$ cat src/rtl/demux_1to3_stream_pkg.sv
// Shared constants for the 1-to-3 stream demux and the producers of select_i:
// channel select encodings, delivery counter width, slot state encoding and
// the select-to-channel decode.
package demux_1to3_stream_pkg;

    localparam logic [1:0] SEL_CH0 = 2'b00;
    localparam logic [1:0] SEL_CH1 = 2'b01;
    localparam logic [1:0] SEL_CH2 = 2'b10;

    localparam int CNT_W  = 8;
    localparam int NUM_CH = 3;

    typedef enum logic {
        SLOT_EMPTY = 1'b0,
        SLOT_FULL  = 1'b1
    } slot_state_e;

    // One-hot channel decode; the unused encoding 2'b11 also lands on channel 2.
    function automatic logic [NUM_CH-1:0] sel_decode(input logic [1:0] sel);
        logic [NUM_CH-1:0] oh;
        case (sel)
            SEL_CH0: oh = 3'b001;
            SEL_CH1: oh = 3'b010;
            SEL_CH2: oh = 3'b100;
            default: oh = 3'b100;
        endcase
        return oh;
    endfunction

endpackage

$ cat src/rtl/demux_1to3_stream_slot.sv
// One-word channel slot: EMPTY/FULL state, data register and a wrapping
// delivery counter. The state is exported so the parent derives valid from it.
module demux_slot
    import demux_1to3_stream_pkg::*;
#(
    parameter int size = 32
) (
    input  logic              clk_i,
    input  logic              rst_i,
    input  logic              flush_i,
    input  logic              load_i,
    input  logic              ready_i,
    input  logic [size-1:0]   data_i,
    output slot_state_e       state_o,
    output logic [size-1:0]   data_o,
    output logic [CNT_W-1:0]  cnt_o
);

    slot_state_e       state_q, state_d;
    logic [size-1:0]   data_q, data_d;
    logic [CNT_W-1:0]  cnt_q, cnt_d;
    logic              drain;

    // A delivery happens whenever the slot holds a word and the consumer accepts.
    always_comb drain = (state_q == SLOT_FULL) && ready_i;

    // Next state: flush wins; otherwise a load overrides a drain so a
    // simultaneous drain+load keeps the slot full with the new word.
    always_comb begin
        state_d = state_q;
        data_d  = data_q;
        cnt_d   = cnt_q;
        if (flush_i) begin
            state_d = SLOT_EMPTY;
        end else begin
            if (drain) begin
                state_d = SLOT_EMPTY;
                cnt_d   = cnt_q + CNT_W'(1);
            end
            if (load_i) begin
                state_d = SLOT_FULL;
                data_d  = data_i;
            end
        end
    end

    // State, data and counter registers; reset discards any held word.
    always_ff @(posedge clk_i or negedge rst_i) begin
        if (!rst_i) begin
            state_q <= SLOT_EMPTY;
            data_q  <= '0;
            cnt_q   <= '0;
        end else begin
            state_q <= state_d;
            data_q  <= data_d;
            cnt_q   <= cnt_d;
        end
    end

    assign state_o = state_q;
    assign data_o  = data_q;
    assign cnt_o   = cnt_q;

endmodule

$ cat src/rtl/demux_1to3_stream.sv
// 1-to-3 stream demultiplexer with a one-word slot per channel.
// Handshake: a word moves across an interface on a rising edge where valid
// and ready are both 1. valid, once raised, holds with stable data until that
// transfer; in_ready_o is combinational (select, flush, channel readies) and
// allows a load into a slot that is draining on the same edge.
module demux_1to3_stream
    import demux_1to3_stream_pkg::*;
#(
    parameter int size = 32
) (
    input  logic              clk_i,
    input  logic              rst_i,
    input  logic              flush_i,
    input  logic [size-1:0]   data_i,
    input  logic [1:0]        select_i,
    input  logic              in_valid_i,
    output logic              in_ready_o,
    output logic [size-1:0]   data0_o,
    output logic [size-1:0]   data1_o,
    output logic [size-1:0]   data2_o,
    output logic              valid0_o,
    output logic              valid1_o,
    output logic              valid2_o,
    input  logic              ready0_i,
    input  logic              ready1_i,
    input  logic              ready2_i,
    output logic [CNT_W-1:0]  cnt0_o,
    output logic [CNT_W-1:0]  cnt1_o,
    output logic [CNT_W-1:0]  cnt2_o,
    output logic              busy_o
);

    logic [NUM_CH-1:0]             sel_oh;
    logic [NUM_CH-1:0]             ready_vec;
    logic [NUM_CH-1:0]             full_vec;
    logic [NUM_CH-1:0]             load_vec;
    logic [NUM_CH-1:0][size-1:0]   data_vec;
    logic [NUM_CH-1:0][CNT_W-1:0]  cnt_vec;
    slot_state_e                   state_vec [NUM_CH];

    assign ready_vec = {ready2_i, ready1_i, ready0_i};

    // Decode the destination; accept when it is empty or draining this cycle,
    // never during flush or reset.
    always_comb begin
        sel_oh     = sel_decode(select_i);
        in_ready_o = rst_i && !flush_i && (|(sel_oh & (~full_vec | ready_vec)));
        load_vec   = (in_valid_i && in_ready_o) ? sel_oh : '0;
    end

    for (genvar k = 0; k < NUM_CH; k++) begin : g_slot
        demux_slot #(.size(size)) u_slot (
            .clk_i   (clk_i),
            .rst_i   (rst_i),
            .flush_i (flush_i),
            .load_i  (load_vec[k]),
            .ready_i (ready_vec[k]),
            .data_i  (data_i),
            .state_o (state_vec[k]),
            .data_o  (data_vec[k]),
            .cnt_o   (cnt_vec[k])
        );
        assign full_vec[k] = (state_vec[k] == SLOT_FULL);
    end

    // Fan the per-channel vectors out to the named ports.
    always_comb begin
        valid0_o = full_vec[0];
        valid1_o = full_vec[1];
        valid2_o = full_vec[2];
        data0_o  = data_vec[0];
        data1_o  = data_vec[1];
        data2_o  = data_vec[2];
        cnt0_o   = cnt_vec[0];
        cnt1_o   = cnt_vec[1];
        cnt2_o   = cnt_vec[2];
        busy_o   = |full_vec;
    end

endmodule

$ cat config.mk
export PLATFORM = sky130hd
export DESIGN_NAME = demux_1to3_stream
export DESIGN_NICKNAME = d
export VERILOG_FILES = /design/src/rtl/demux_1to3_stream_pkg.sv /design/src/rtl/demux_1to3_stream_slot.sv /design/src/rtl/demux_1to3_stream.sv
export SDC_FILE = /design/constraint.sdc
export NUM_CORES = 1
export LEC_CHECK = 0
export CAP_MARGIN = 20
export CORE_MARGIN = 3
export CORE_UTILIZATION = 49
export DETAILED_ROUTE_END_ITERATION = 8
export GPL_TIMING_DRIVEN = 0
export PLACE_DENSITY = 0.92
export SYNTH_ARGS = -nofsm -noshare
export SYNTH_HDL_FRONTEND = slang
export SYNTH_SLANG_ARGS = --single-unit
$ cat constraint.sdc
create_clock -name clk_i -period 5.15 [get_ports clk_i]
set_input_delay 0.7725 -clock clk_i [delete_from_list [all_inputs] [get_ports clk_i]]
set_output_delay 0.7725 -clock clk_i [all_outputs]
set_load 0.1 [all_outputs]
* Word-level counts from Yosys, hierarchy flattened
Index checks and enable logic that the tools add are counted.
** Cells by class
- Add/subtract/negate cells :: 3
- $mul :: 0
- Divide/modulo/power cells :: 0
- Magnitude comparators :: 0
- Eq/ne operators :: 1
- Shifts and indexed selects :: 0
- Muxes and demuxes :: 11
- Bitwise logic cells :: 4
- Reduce and logical (&&, ||, !) cells :: 19
** Operators with widths (number)
- adder 8 x 1 -> 8 bit (second input constant) :: 3
- AND reduction 2 bit :: 6
- two-way mux 1 bit :: 9
- nonzero test 3 bit :: 3
- logical AND 1 bit :: 6
- one-hot mux 3 bit (2 select lines) :: 1
- OR reduction 3 bit :: 2
- AND 3 bit :: 1
- two-way mux 3 bit :: 1
- inverter 3 bit :: 1
- bitwise OR 3 bit :: 1
- == test 2 x 1 -> 1 bit (second input constant) :: 1
- logical NOT 2 bit :: 1
- logical NOT 1 bit :: 1
- inverter 1 bit :: 1
** Word-level totals
- Register bits after elaboration :: 123
- Bits in latches :: 0
- Memory bits (writable) :: 0
- ROM bits :: 0
- Input port bits :: 41
- Output and inout port bits :: 125
- Word-level logic and storage cells :: 47
- Memories kept :: 0

* Longest topological paths before layout
- Word-level depth :: 9
- Gate-level depth with buffers :: 5
- Mapped depth without buffers :: 4

* Hierarchy
From an unflattened synthesis, not the netlist that was laid out.
** Unflattened totals
- Cell total of the unflattened synthesis :: 319
- Area, all modules :: 5383.9 um2
** Modules (own cells, without submodules)
- demux_slot :: times used 3, cells an instance 102, area an instance 1756.7 um2, sequential area each 1026.0 um2
- demux_1to3_stream :: times used 1, cells an instance 13, area an instance 113.9 um2, sequential area each 0.0 um2

* Least setup slack after synthesis
OpenSTA, ideal clock, no wires.
- Path type :: reg-to-output
- From :: reg g_slot[0].u_slot.state_q
- To :: out in_ready_o
- Data arrival time :: 5.894 ns
- Required time :: 4.378 ns
- Slack :: -1.517 ns
- Stages on the path, launching flop included :: 4
- Path buffers :: 0
- Path through :: dfrtp_1 -> or3b_2 -> a21oi_1 -> a2111oi_0
** On the way
- Cells in the longest elaborated chain, start to end :: 5
** Ends and longest elaborated chain
- start: declaration :: RTL line demux_1to3_stream_slot.sv:19 : slot_state_e state_q, state_d;
- start signal: assignment :: RTL line demux_1to3_stream_slot.sv:54 : state_q <= state_d;
- inverter 3 bit :: RTL line demux_1to3_stream.sv:47 : in_ready_o = rst_i && !flush_i && (|(sel_oh & (~full_vec | ready_vec)));
- bitwise OR 3 bit :: RTL line demux_1to3_stream.sv:47
- AND 3 bit :: RTL line demux_1to3_stream.sv:47
- OR reduction 3 bit :: RTL line demux_1to3_stream.sv:47
- logical AND 1 bit :: RTL line demux_1to3_stream.sv:47
- end: declaration :: RTL line demux_1to3_stream.sv:17 : output logic in_ready_o,
Every way passes these cells.

* Worst setup path after layout
- From :: in select_i[0]
- To :: out in_ready_o
** On the way
- Cells in the longest elaborated chain, start to end :: 5
- Elaborated cells on any way between the ends :: 6
- Classes of those cells :: 1 x eq/ne; 1 x mux; 1 x bitwise; 3 x reduce/logical
** Ends and longest elaborated chain
- start: declaration :: RTL line demux_1to3_stream.sv:15 : input logic [1:0] select_i,
- == test 2 x 1 -> 1 bit / logical NOT 2 bit (equally long branches) :: RTL line demux_1to3_stream_pkg.sv:21 : case (sel)
- one-hot mux 3 bit (2 select lines) * :: RTL line demux_1to3_stream_pkg.sv:21
- AND 3 bit * :: RTL line demux_1to3_stream.sv:47
- OR reduction 3 bit * :: RTL line demux_1to3_stream.sv:47
- logical AND 1 bit * :: RTL line demux_1to3_stream.sv:47
Every way passes the cells marked *; elsewhere a longest branch is shown, timed or not.

==> summary.txt <==
Logic synthesis
  – EDFF count, synth: 0
  – Post-Syn Area: 0.00499 mm^2
  – Syn nets: 359
  – Cells after Synth: ~320
  – Avg Synthesized Cell Area: 15.9 um^2
  – YS warnings: 0
  – Share of the synthesized area in the top cell type: 61.6%
  – Yosys top cell by area: dfrtp_1
  – Primary FF master, synth: dfrtp_1
  – Yosys reg bits: 123
  – Synth top area cells: dfrtp_1, mux2_2, mux2_4
  – Async set-reset flop share out of synthesis: 100%
  – Sequential fraction of the synthesis area: 61.6%
  – Post-synth cell types: 33

Detailed routing
  – Final ANT Viol Nets: 0
  – Pre-antenna DRT Iters: 4
  – Post-Route WL: 13300 um
  – 1st-iter DRT viols: 130
  – Vias/cell: 5.11
  – Via count: approximately 3.3k
  – Post-DR wirelength/cell: 20.6 um
  – # DRC: 0

STA
  – Final setup viols: 0
  – Final Hold Viols: 0
  – Pins over their slew limit: 0
  – Fmax: between 0.2 and 0.3 GHz
  – Final Cycle Share: 75.1%
  – Clock skew: ~0.0084 ns
  – Slew HR: 28.7%
  – Worst slew pin tran: approximately 1.1 ns
  – RSZ-0062 raised after global routing: false
  – TNS Setup: 0 ns
  – Min Clock Period, post-route: 3.87 ns

Pwr
  – P_int: 2.51 mW
  – Sequential fraction of design power: approximately 27%
  – Clock network fraction of design power: 26.6%
  – Sw frac: 46.8%
  – Leakage: 3.37 nW
  – Peak supply drop: 0.000368 V
  – Comb pwr share: between 40 and 50%
  – Power per cell area: approximately 630 mW/mm^2
  – Psw: 2.21 mW

Run
  – # Max-Cap Violations: 0

GRT
  – Vias in the first global route: 3541
  – First-pass GRT wire length: 20500 um
  – Largest net degree at the start of global routing: 103
  – Overall routing resource usage: 23.9%
  – Grt ovf: 0
  – Initial antenna violation count: 1

Final layout
  – Commonest non-fill, non-tap cell in the layout: clkdlybuf4s50_1
  – Number of fill cells: 591
  – Share of post-route cells with drive strength above 1: 28.1%
  – Finished Core Util: 76.0%
  – Design area: 0.00747 mm^2
  – Most frequent cells in the layout: clkdlybuf4s50_1, dfrtp_1, mux2_2
  – Antenna diodes: 0
  – Syn-to-layout area delta: 49.5%
  – Net count, final: 544

Floorplan
  – Cell row count: 36
  – IO Count: between 150 and 200
  – Initial Util: between 50% and 60%
  – Die X-Extent: 107 um
  – CORE AREA: 0.00982 mm^2
  – Total die area: approximately 0.011 mm^2
  – Die height: 107 um

Worst setup path
  – Critical path class: in -> out
  – Crit Path Max Fanout: 4
  – Depth of the most critical reg-to-reg path: 5
  – Required time of the critical path: between 4 and 5 ns
  – CP Capture Type: output port
  – Startpoint types: input port
  – Reg2reg start: g_slot[2].u_slot.state_o$_DFFE_PN0P_
  – CP Data Arrival Time: 3.10 ns
  – Reg-to-Reg End: g_slot[2].u_slot.data_o[20]$_DFFE_PN0P_
  – Setup slack, reg-to-reg: 3.16 ns

Clock tree
  – Clk sinks: 123
  – Hold_buf cts: 0
  – H-tree depth: 4
  – TritonCTS clock tree: done
  – CTS Buf Count: 17
  – Clock transition at the registers of the reported paths: ~0.060 ns
  – Post-CTS sizing: 0
  – Worst-skew pair later-pin latency: 0.51 ns
  – Clock root cell: clkbuf_8
  – Worst-case clock buffer depth: 2
  – # Post-CTS Setup Buffers: 0

Placement
  – GP Congestion: 0.813
  – HPWL after DPL: 8990 um
  – Port bufs: 165
  – Placed cell area: 0.00685 mm^2

Min path
  – Min-Delay Path Class: in -> async

Run status
  – Run status: finished clean
-- area by class of cell --
type / count / area [um^2] / share of cell area [%]
buffer: 11 / 113 / 1.51
inverter: 9 / 33.8 / 0.452
clock buffer: 20 / 425 / 5.70
sequential: 123 / 3080 / 41.2
clock inverter: 12 / 195 / 2.61
tap: 133 / 166 / 2.23
timing repair buffer: 166 / 1680 / 22.5
multi-input combinational: 172 / 1780 / 23.8
-- worst max-delay path, stage by stage --
cell	delay [ns]
clkdlybuf4s50_1	0.56
or3b_2	0.15
a21oi_1	0.07
a2111oi_2	0.33
clkdlybuf4s50_1	1.21
-- state kept, by name (all words and copies together), names as in the netlist --
signal                 flops
g_slot.u_slot.state_o      3
g_slot.u_slot.data_o      96
g_slot.u_slot.cnt_o       24
-- power groups by stage --
| stage | combinational, mW | clock, mW | sequential [mW] |
|---|---|---|---|
| after global routing | 2.22 | 1.33 | 1.31 |
| after global placement | 2.14 | 0 | 1.28 |
| after CTS | 2.19 | 1.27 | 1.29 |
| final | 2.18 | 1.25 | 1.29 |
| after floorplan | 0.232 | 0 | 2.68 |
| after detailed placement | 2.17 | 0 | 1.30 |
-- layer usage --
metal	wire length, um	track usage (%)	vias to the layer above
li1	-	-	1476
met1	5350	28.6	1672
met2	6770	40.2	129
met3	958	8.61	21
met4	205	8.04	2
met5	13	0	-
-- cell families after synthesis --
logic type / after synthesis / synth area share (%)
DFF: 123 / 61.6
muxes: 99 / 24.5
adders and majority gates: 3 / 0.752
AOI/OAI and AO/OA: 6 / 1.20
buffers and inverters: 20 / 2.93
xor gates and xnor gates: 21 / 3.68
and+or+nand+nor: 43 / 5.29
-- metrics by stage --
step | total power [mW] | hold WS [ns] | instances | setup slack (ns)
2_1_floorplan | 2.91 | 0.477 | 315 | 1.21
3_3_place_gp | 3.42 | 0.460 | 613 | -2.68
3_5_place_dp | 3.47 | 0.460 | 614 | 1.26
4_1_cts | 4.75 | 0.106 | 646 | 1.27
5_1_grt | 4.86 | 0.110 | 646 | 1.19
6_report | 4.72 | 0.123 | 646 | 1.28
-- worst max-delay path by stage --
stage | from | to | slack (ns) | cells past startpoint
3_5_place_dp | select_i[0] | in_ready_o | 1.26 | 5
5_1_grt | rst_i | in_ready_o | 1.19 | 5
4_1_cts | select_i[0] | in_ready_o | 1.27 | 5
3_3_place_gp | rst_i | in_ready_o | -2.68 | 4
2_1_floorplan | g_slot[0].u_slot.state_o$_DFFE_PN0P_ | in_ready_o | 1.21 | 3
6_report | select_i[0] | in_ready_o | 1.28 | 5
-- cells in the mapped netlist, drive strengths merged, types with 2 or more instances --
cell,n
or3b,2
mux2,99
inv,9
nand3,3
nor2b,2
xor2,12
nor4,3
o21ai,2
a2111oi,2
dfrtp,123
nand4b,3
nor3,6
nor2,6
xnor2,9
buf,10
ha,3
nand3b,5
nand4,3
nand2,7
(Power assumes the default switching activity.)
